## src/rtl/xg_lsu_serial.sv

```systemverilog
// ---------------------------------------------------------------------------
// xg_lsu_serial
//
// Load/store sequencer between the core's MEM stage and a byte-wide data
// memory. It accepts one load or store per transaction and splits it into
// single-byte memory accesses, one per cycle. Because of this, misaligned
// half and word accesses need no special treatment. Load bytes are assembled
// little-endian, sign- or zero-extended, and returned on a response channel.
//
// Handshake semantics (both channels):
//   A transfer happens on a rising clock edge where valid and ready are both
//   high. The producer holds valid and its payload stable until that edge.
//   The consumer may change ready at any time. The request channel ignores
//   req_valid whenever req_ready is low, so the request stays pending
//   upstream. resp_ready has no effect unless resp_valid is high.
//
// Ports:
//   clk, rstn          clock (rising edge) and async active-low reset
//   req_valid/ready    request handshake
//   req_we             1 = store, 0 = load
//   req_size           00 byte, 01 half, 10 word, 11 reserved (error)
//   req_unsigned       loads: 1 zero-extend, 0 sign-extend
//   req_addr           byte address; values >= 2^MEM_AWIDTH are errors
//   req_wdata          store data; the low bytes are used
//   mem_addr           byte address to the memory
//   mem_we             byte write strobe (memory writes on the rising edge)
//   mem_wdata          byte to write
//   mem_rdata          combinational read byte at mem_addr
//   resp_valid/ready   response handshake
//   resp_rdata         extended load data; 0 for stores and errors
//   resp_err           request rejected (bad size or out of range)
//   dbg_state          current FSM state (0 IDLE, 1 ACCESS, 2 RESP)
// ---------------------------------------------------------------------------
module xg_lsu_serial #(
  parameter int XLEN       = 32,
  parameter int MEM_AWIDTH = 12
) (
  input  logic                  clk,
  input  logic                  rstn,
  input  logic                  req_valid,
  output logic                  req_ready,
  input  logic                  req_we,
  input  logic [1:0]            req_size,
  input  logic                  req_unsigned,
  input  logic [XLEN-1:0]       req_addr,
  input  logic [XLEN-1:0]       req_wdata,
  output logic [MEM_AWIDTH-1:0] mem_addr,
  output logic                  mem_we,
  output logic [7:0]            mem_wdata,
  input  logic [7:0]            mem_rdata,
  output logic                  resp_valid,
  input  logic                  resp_ready,
  output logic [XLEN-1:0]       resp_rdata,
  output logic                  resp_err,
  output logic [1:0]            dbg_state
);

  typedef enum logic [1:0] {
    S_IDLE   = 2'd0,
    S_ACCESS = 2'd1,
    S_RESP   = 2'd2
  } state_t;

  state_t state;
  state_t state_n;

  // Held low while reset is asserted. It rises on the first clock after
  // release, so req_ready stays low for the whole reset period even though
  // the state register already reads IDLE.
  logic started;

  // Latched request fields
  logic                  we_q;
  logic [1:0]            size_q;
  logic                  uns_q;
  logic [MEM_AWIDTH-1:0] addr_q;
  logic [XLEN-1:0]       wdata_q;
  logic                  err_q;

  // Byte counter within the transaction and the load assembly register
  logic [1:0]            cnt;
  logic [XLEN-1:0]       data_q;

  logic                  accept;
  logic                  req_error;
  logic [1:0]            last_idx;
  logic                  last_byte;
  logic [XLEN-1:0]       ext_data;

  // -------------------------------------------------------------------------
  // Request decode
  // -------------------------------------------------------------------------
  assign accept = req_valid && req_ready;

  // Any address bit above the memory's byte-address width puts the request
  // out of range.
  assign req_error = (req_size == 2'b11) || (|req_addr[XLEN-1:MEM_AWIDTH]);

  // Index of the final byte: byte -> 0, half -> 1, word -> 3.
  always_comb begin
    last_idx = 2'd0;
    case (size_q)
      2'b00:   last_idx = 2'd0;
      2'b01:   last_idx = 2'd1;
      2'b10:   last_idx = 2'd3;
      default: last_idx = 2'd0;
    endcase
  end

  assign last_byte = (cnt == last_idx);

  // -------------------------------------------------------------------------
  // Load extension. A sign bit is only replicated for signed loads.
  // -------------------------------------------------------------------------
  always_comb begin
    ext_data = data_q;
    case (size_q)
      2'b00:   ext_data = {{(XLEN-8){data_q[7] & ~uns_q}}, data_q[7:0]};
      2'b01:   ext_data = {{(XLEN-16){data_q[15] & ~uns_q}}, data_q[15:0]};
      default: ext_data = data_q;
    endcase
  end

  // -------------------------------------------------------------------------
  // FSM state register
  // -------------------------------------------------------------------------
  always_ff @(posedge clk or negedge rstn) begin
    if (!rstn) begin
      state   <= S_IDLE;
      started <= 1'b0;
    end else begin
      state   <= state_n;
      started <= 1'b1;
    end
  end

  // -------------------------------------------------------------------------
  // Next state and outputs. The memory-side outputs are forced to zero
  // outside ACCESS, so an asynchronous reset (which returns the FSM to IDLE)
  // silences them immediately.
  // -------------------------------------------------------------------------
  always_comb begin
    state_n    = state;
    req_ready  = 1'b0;
    mem_we     = 1'b0;
    mem_addr   = '0;
    mem_wdata  = 8'h00;
    resp_valid = 1'b0;
    resp_rdata = '0;
    resp_err   = 1'b0;

    case (state)
      S_IDLE: begin
        req_ready = started;
        if (accept) begin
          state_n = req_error ? S_RESP : S_ACCESS;
        end
      end

      S_ACCESS: begin
        // The add truncates to MEM_AWIDTH bits, which gives the required
        // wrap from the top byte back to address 0.
        mem_addr = addr_q + MEM_AWIDTH'(cnt);
        if (we_q) begin
          mem_we    = 1'b1;
          mem_wdata = wdata_q[8*cnt +: 8];
        end
        if (last_byte) begin
          state_n = S_RESP;
        end
      end

      S_RESP: begin
        resp_valid = 1'b1;
        resp_err   = err_q;
        resp_rdata = (err_q || we_q) ? '0 : ext_data;
        if (resp_ready) begin
          state_n = S_IDLE;
        end
      end

      default: begin
        state_n = S_IDLE;
      end
    endcase
  end

  // -------------------------------------------------------------------------
  // Request latch, byte counter and load assembly
  // -------------------------------------------------------------------------
  always_ff @(posedge clk or negedge rstn) begin
    if (!rstn) begin
      we_q    <= 1'b0;
      size_q  <= 2'b00;
      uns_q   <= 1'b0;
      addr_q  <= '0;
      wdata_q <= '0;
      err_q   <= 1'b0;
      cnt     <= 2'd0;
      data_q  <= '0;
    end else begin
      if (state == S_IDLE && accept) begin
        we_q    <= req_we;
        size_q  <= req_size;
        uns_q   <= req_unsigned;
        addr_q  <= req_addr[MEM_AWIDTH-1:0];
        wdata_q <= req_wdata;
        err_q   <= req_error;
        cnt     <= 2'd0;
        data_q  <= '0;
      end else if (state == S_ACCESS) begin
        if (!we_q) begin
          data_q[8*cnt +: 8] <= mem_rdata;
        end
        cnt <= cnt + 2'd1;
      end
    end
  end

  assign dbg_state = state;

endmodule
```

## config.mk

```make
export PLATFORM = sky130hd
export DESIGN_NAME = xg_lsu_serial
export DESIGN_NICKNAME = d
export VERILOG_FILES = /design/src/rtl/xg_lsu_serial.sv
export SDC_FILE = /design/constraint.sdc
export NUM_CORES = 1
export LEC_CHECK = 0
export ABC_AREA = 0
export CAP_MARGIN = 10
export CORE_MARGIN = 3
export CORE_UTILIZATION = 47
export DETAILED_ROUTE_END_ITERATION = 12
export HOLD_SLACK_MARGIN = 0.06
export PLACE_DENSITY = 0.79
export SYNTH_ARGS = -nofsm -noshare
export SYNTH_HDL_FRONTEND = slang
export SYNTH_SLANG_ARGS = --single-unit
export TNS_END_PERCENT = 10
```

## constraint.sdc

```tcl
create_clock -name clk -period 2.39 [get_ports clk]
set_input_delay 0.239 -clock clk [delete_from_list [all_inputs] [get_ports clk]]
set_output_delay 0.239 -clock clk [all_outputs]
set_load 0.1 [all_outputs]
```

[Word level (Yosys, flattened, before mapping)]
Cells that the tools add are included.
Widths: inputs -> output; s select.
Storage, ports and cells
  flip-flop bits (word level): 86
  output and inout bits: 58
  bits of input ports: 80
Cells by class
  $add $sub $neg: 3
  bitwise gates (word level): 3
  reduce and logical (&&, ||, !) cells: 10
  eq/ne operators: 10
  shift operators: 3
  mux-type cells: 23
Operators with widths (number)
  $mux 32: 5
  $pmux 32 s2: 1
  $neg 5->34: 1
  $shift 8x34->32 const A: 1
  $shiftx 8x34->32: 1
  $bwmux 32: 1
  $shiftx 32x6->8: 1
  $reduce_or 20->1: 1
  $mux 8: 2
  $add 12x2->12: 1
  $mux 12: 1
  $mux 2: 6
  $eq 2x2->1 const B: 3
  $ne 2x2->1 const B: 3
  $pmux 2 s3: 1
  $mux 1: 5
  $eq 2x1->1 const B: 2
  $logic_not 2->1: 2
  $pmux 2 s2: 1
  $reduce_and 3->1: 1
  $add 2x1->2 const B: 1
  $and 1x1->1: 2
  $eq 2x2->1: 1
  $logic_and 1x1->1: 2
  5 further kinds: 6

[Depth between registers and ports, before layout]
  word-level depth: 6
  depth in mapped cells: 8

[Least setup slack after synthesis]
OpenSTA, ideal clock, no wires.
  path type: register to output
  start point: register state[0] (netlist: dbg_state[0])
  end point: output port req_ready
  buffers on the path: 1
  arrival: 3255 ps
  stages on the path, launching flop included: 3
  data required time: 2151 ps
  slack: -1104 ps
  cells stage by stage: dfrtp_1 buf_6 nor3b_1
Between the ends
  word-level cells in the longest chain between the ends: 2
Ends and longest elaborated chain
  start, declared: line 64  | state_t state;
  start signal, assigned: line 132  | state <= state_n;
  $logic_not 2->1: line 152  | case (state)
  $mux 1: line 152
  end, declared: line 41  | output logic req_ready,
No other way between the ends.

[Worst setup path after layout]
  start point: register size_q[0]
  end point: output port resp_rdata[31]
Between the ends
  word-level cells in the longest chain between the ends: 4
Ends and longest elaborated chain
  start, declared: line 74  | logic [1:0] size_q;
  start signal, assigned: line 204  | size_q <= req_size;
  $eq 2x1->1 or $logic_not 2->1 (tied branches): line 117  | case (size_q)
  $pmux 32 s2 (*): line 117
  $mux 32 (*): line 176  | resp_rdata = (err_q || we_q) ? '0 : ext_data;
  $mux 32 (*): line 152
  end, declared: line 53  | output logic [XLEN-1:0] resp_rdata,
Every way passes the cells marked *; elsewhere a longest branch is shown, timed or not.

==> flow_summary.yaml <==
outcome:
  outcome: "finished, final reports clean"
synth:
  ys_seq_area_share_pct: 48.6
  synth_adder_area_share_pct: 3.00
  synth_compound_area_share_pct: 12.7
  netlist-cell-type-count: 38
  synth_top_family_by_area: "multiplexers"
  ys_ff_latch: 86
  synth_ff_type: "dfrtp_1"
  avgSynthCellArea_sq_um: 12.2
  synthTopCellsByCount: "dfrtp_1 (86), mux2_2 (45), a22o_1 (32)"
  synth-simple-area-share_pct: 14.0
  synthesis.nets: 452
  synth_edf_count: 0
  synth_cells: 362
  syn-cell-area_sq_um: 4430
  yosys.area.top_type: "dfrtp_1"
  synthMuxAreaShare_pct: 15.5
  postSynth.asyncResetShare_pct: 100
  yosys_warnings: 0
  synth_top_cell_area_share_pct: 48.6
  synth_xor_area_share_pct: 1.98
  yosys-top-cells-area: "dfrtp_1 (49%), mux2_2 (11%), a22o_1 (6.3%)"
  synth.most_common_cell: "dfrtp_1"
sta:
  setup-violations-final: 0
  worst_slew_pin_slew_ns: 0.642
  rsz0062_at_grt: "yes"
  whs_ns: 0.460
  worst_clock_skew_ns: 0.0112
  hold_viol: 0
  fmax_ghz: 0.432
  timing.setup.tns_ns: 0
  finalMaxSlewViolations: 0
  fin_crit_ns: 2.31
  min_period_over_period_pct: 96.8
  max_slew_margin_pct: 57.2
floorplan:
  ios: 138
  core_sq_um: 8930
  die_x_um: 103
  rows: 34
  die_area_sq_um: 10600
  die-height_um: 103
  initial_core_util_pct: 49.6
cells_and_area:
  layoutNonFillerInstCount: 618
  design_area_sq_um: 6950
  nets: 596
  area.growth.synth_to_final_pct: 57.1
  fillCellCount: 556
  layout-drive-gt1-share_pct: 39.0
  fin_util_pct: 77.8
  n_antenna_cell: 0
pwr:
  p_per_area_nw_per_um2: 537
  ir_drop_v: 0.000405
  p_sw_share_pct: 27.8
  p_int_mw: 2.70
  p_comb_share_pct: 21.4
  p_leak_nw: 2.80
  seq_power_share_pct: 48.7
  power_frac_clock_pct: 29.9
  power_switching_mw: 1.04
setup_path:
  r2r_start: "cnt[1]"
  cp.required_ns: 2.15
  worstSetupStartpointType: "flop"
  worstSetupPathType: "flop to primary output"
  critPathLaunch: "size_q[0]"
  cp.arrival_ns: 2.07
  cp-end-kind: "primary output"
  path_max_fanout: 16
clock_tree:
  cts_sinks: 86
  cts_tree: "done"
  htree_levels: 3
  cts_buffers: 9
  root_buffer: "clkbuf_8"
  cts_buffer_depth: 2
  clkTransAtPathRegs_ns: 0.09
  clkLatencyLatePin_ns: 0.34
hold_path:
  worst_hold_startpoint: "req_addr[6]"
  hp-class: "input port to flop"
global_route:
  grt_usage_pct: 22.7
  antenna_found_initial: 0
  grt_pass1_vias: 3694
  grt_max_degree: 52
  grt_pass1_wl_um: 18400
  grt-ovfl-total: 0
detailed_routing:
  vias: 3456
  wl_um: 11500
  routed_via_density: 5.59
  dr.pass1.iters: 5
  drc: 0
  avgRoutedWirePerCell_um: 18.7
  drt_iter0_drc: 109
  ant_nets: 0
placement:
  dp.cells: 602
  hpwl_um: 8830
  port_buffers: 137
  placedInstanceArea_sq_um: 6680
  gp_congestion: 0.800
job:
  drv_cap: 0
## power by group through the flow
stage               sequential (mW)  combinational (mW)  clock, mW
floorplan                      1.80               0.515          0
global placement               1.82               0.760          0
detailed placement             1.84               0.791          0
CTS                            1.81               0.804       1.13
global route                   1.84               0.871       1.20
finish                         1.82               0.799       1.12
## metrics by stage
step	power, mW	setup slack, ns
finish	3.73	0.0768
global route	3.92	-0.0170
CTS	3.75	0.0216
detailed placement	2.63	0.248
global placement	2.58	0.358
floorplan	2.31	-0.172
## cell type report
cell class / instances / area, sq um / area share (%)
clock buffer: 10 / 138 / 1.98
clock inverter: 5 / 82.6 / 1.19
timing repair buffer: 155 / 2060 / 29.7
multi-input combinational: 247 / 2360 / 33.9
sequential: 86 / 2150 / 31.0
tap: 108 / 135 / 1.94
inverter: 7 / 26.3 / 0.378
## logic make-up after synthesis
family | after synthesis
AO/OA/AOI/OAI | 74
XOR/XNOR | 10
adder cells (fa/ha/maj) | 10
buffers and inverters | 29
flip-flops | 86
multiplexers | 53
other | 1
AND/OR/NAND/NOR | 99
## routing by layer
layer / track usage, % / vias to the layer above / part of all wire [%]
li1: - / 1599 / -
met1: 28.5 / 1704 / 39
met2: 38.2 / 130 / 51
met3: 5.75 / 23 / 7.1
met4: 7.87 / 0 / 2.1
met5: 0 / - / 0
## registers in the layout, summed over array words and instances (netlist names)
name and count:
data_q 32, wdata_q 32, addr_q 12, cnt 2, dbg_state 2, size_q 2, err_q 1, started 1
uns_q 1, we_q 1
## final timing paths
kind,depth (start not counted),to,slack [ns]
max in group asynchronous,3,wdata_q[27],1.29
max,7,resp_rdata[31],0.08
min reg2reg,1,wdata_q[31],0.51
min,3,addr_q[6],0.46
max reg2reg,7,data_q[1],0.23
min in group asynchronous,2,data_q[18],0.48
## critical path, stage by stage (launching register included)
cell and delay [ns]:
dfrtp_1 0.37, inv_1 0.09, ha_1 0.23, or2_2 0.32
a31oi_4 0.17, buf_12 0.18, o21a_2 0.18, buf_12 0.18
## cell usage in the layout, fill, tap and decap left out, drive strengths merged, types with 11 or more instances in the layout
master         netlist  routed
nand2               23      23
clkdlybuf4s50        0      78
nor2                11      11
a22o                32      32
dfrtp               86      86
buf                 17      76
mux2                45      45
nor4                11      11
a21oi               14      14
o21a                16      16
and2                12      12
## repair_timing
item	in CTS	in global routing
endpoints found under the hold margin	50	0
endpoints found under the setup margin	13	10
pin swaps	0	2
gates cloned	0	0
resized for setup	5	5
hold buffers	1	0
buffers inserted	0	0
(Power assumes the default switching activity.)
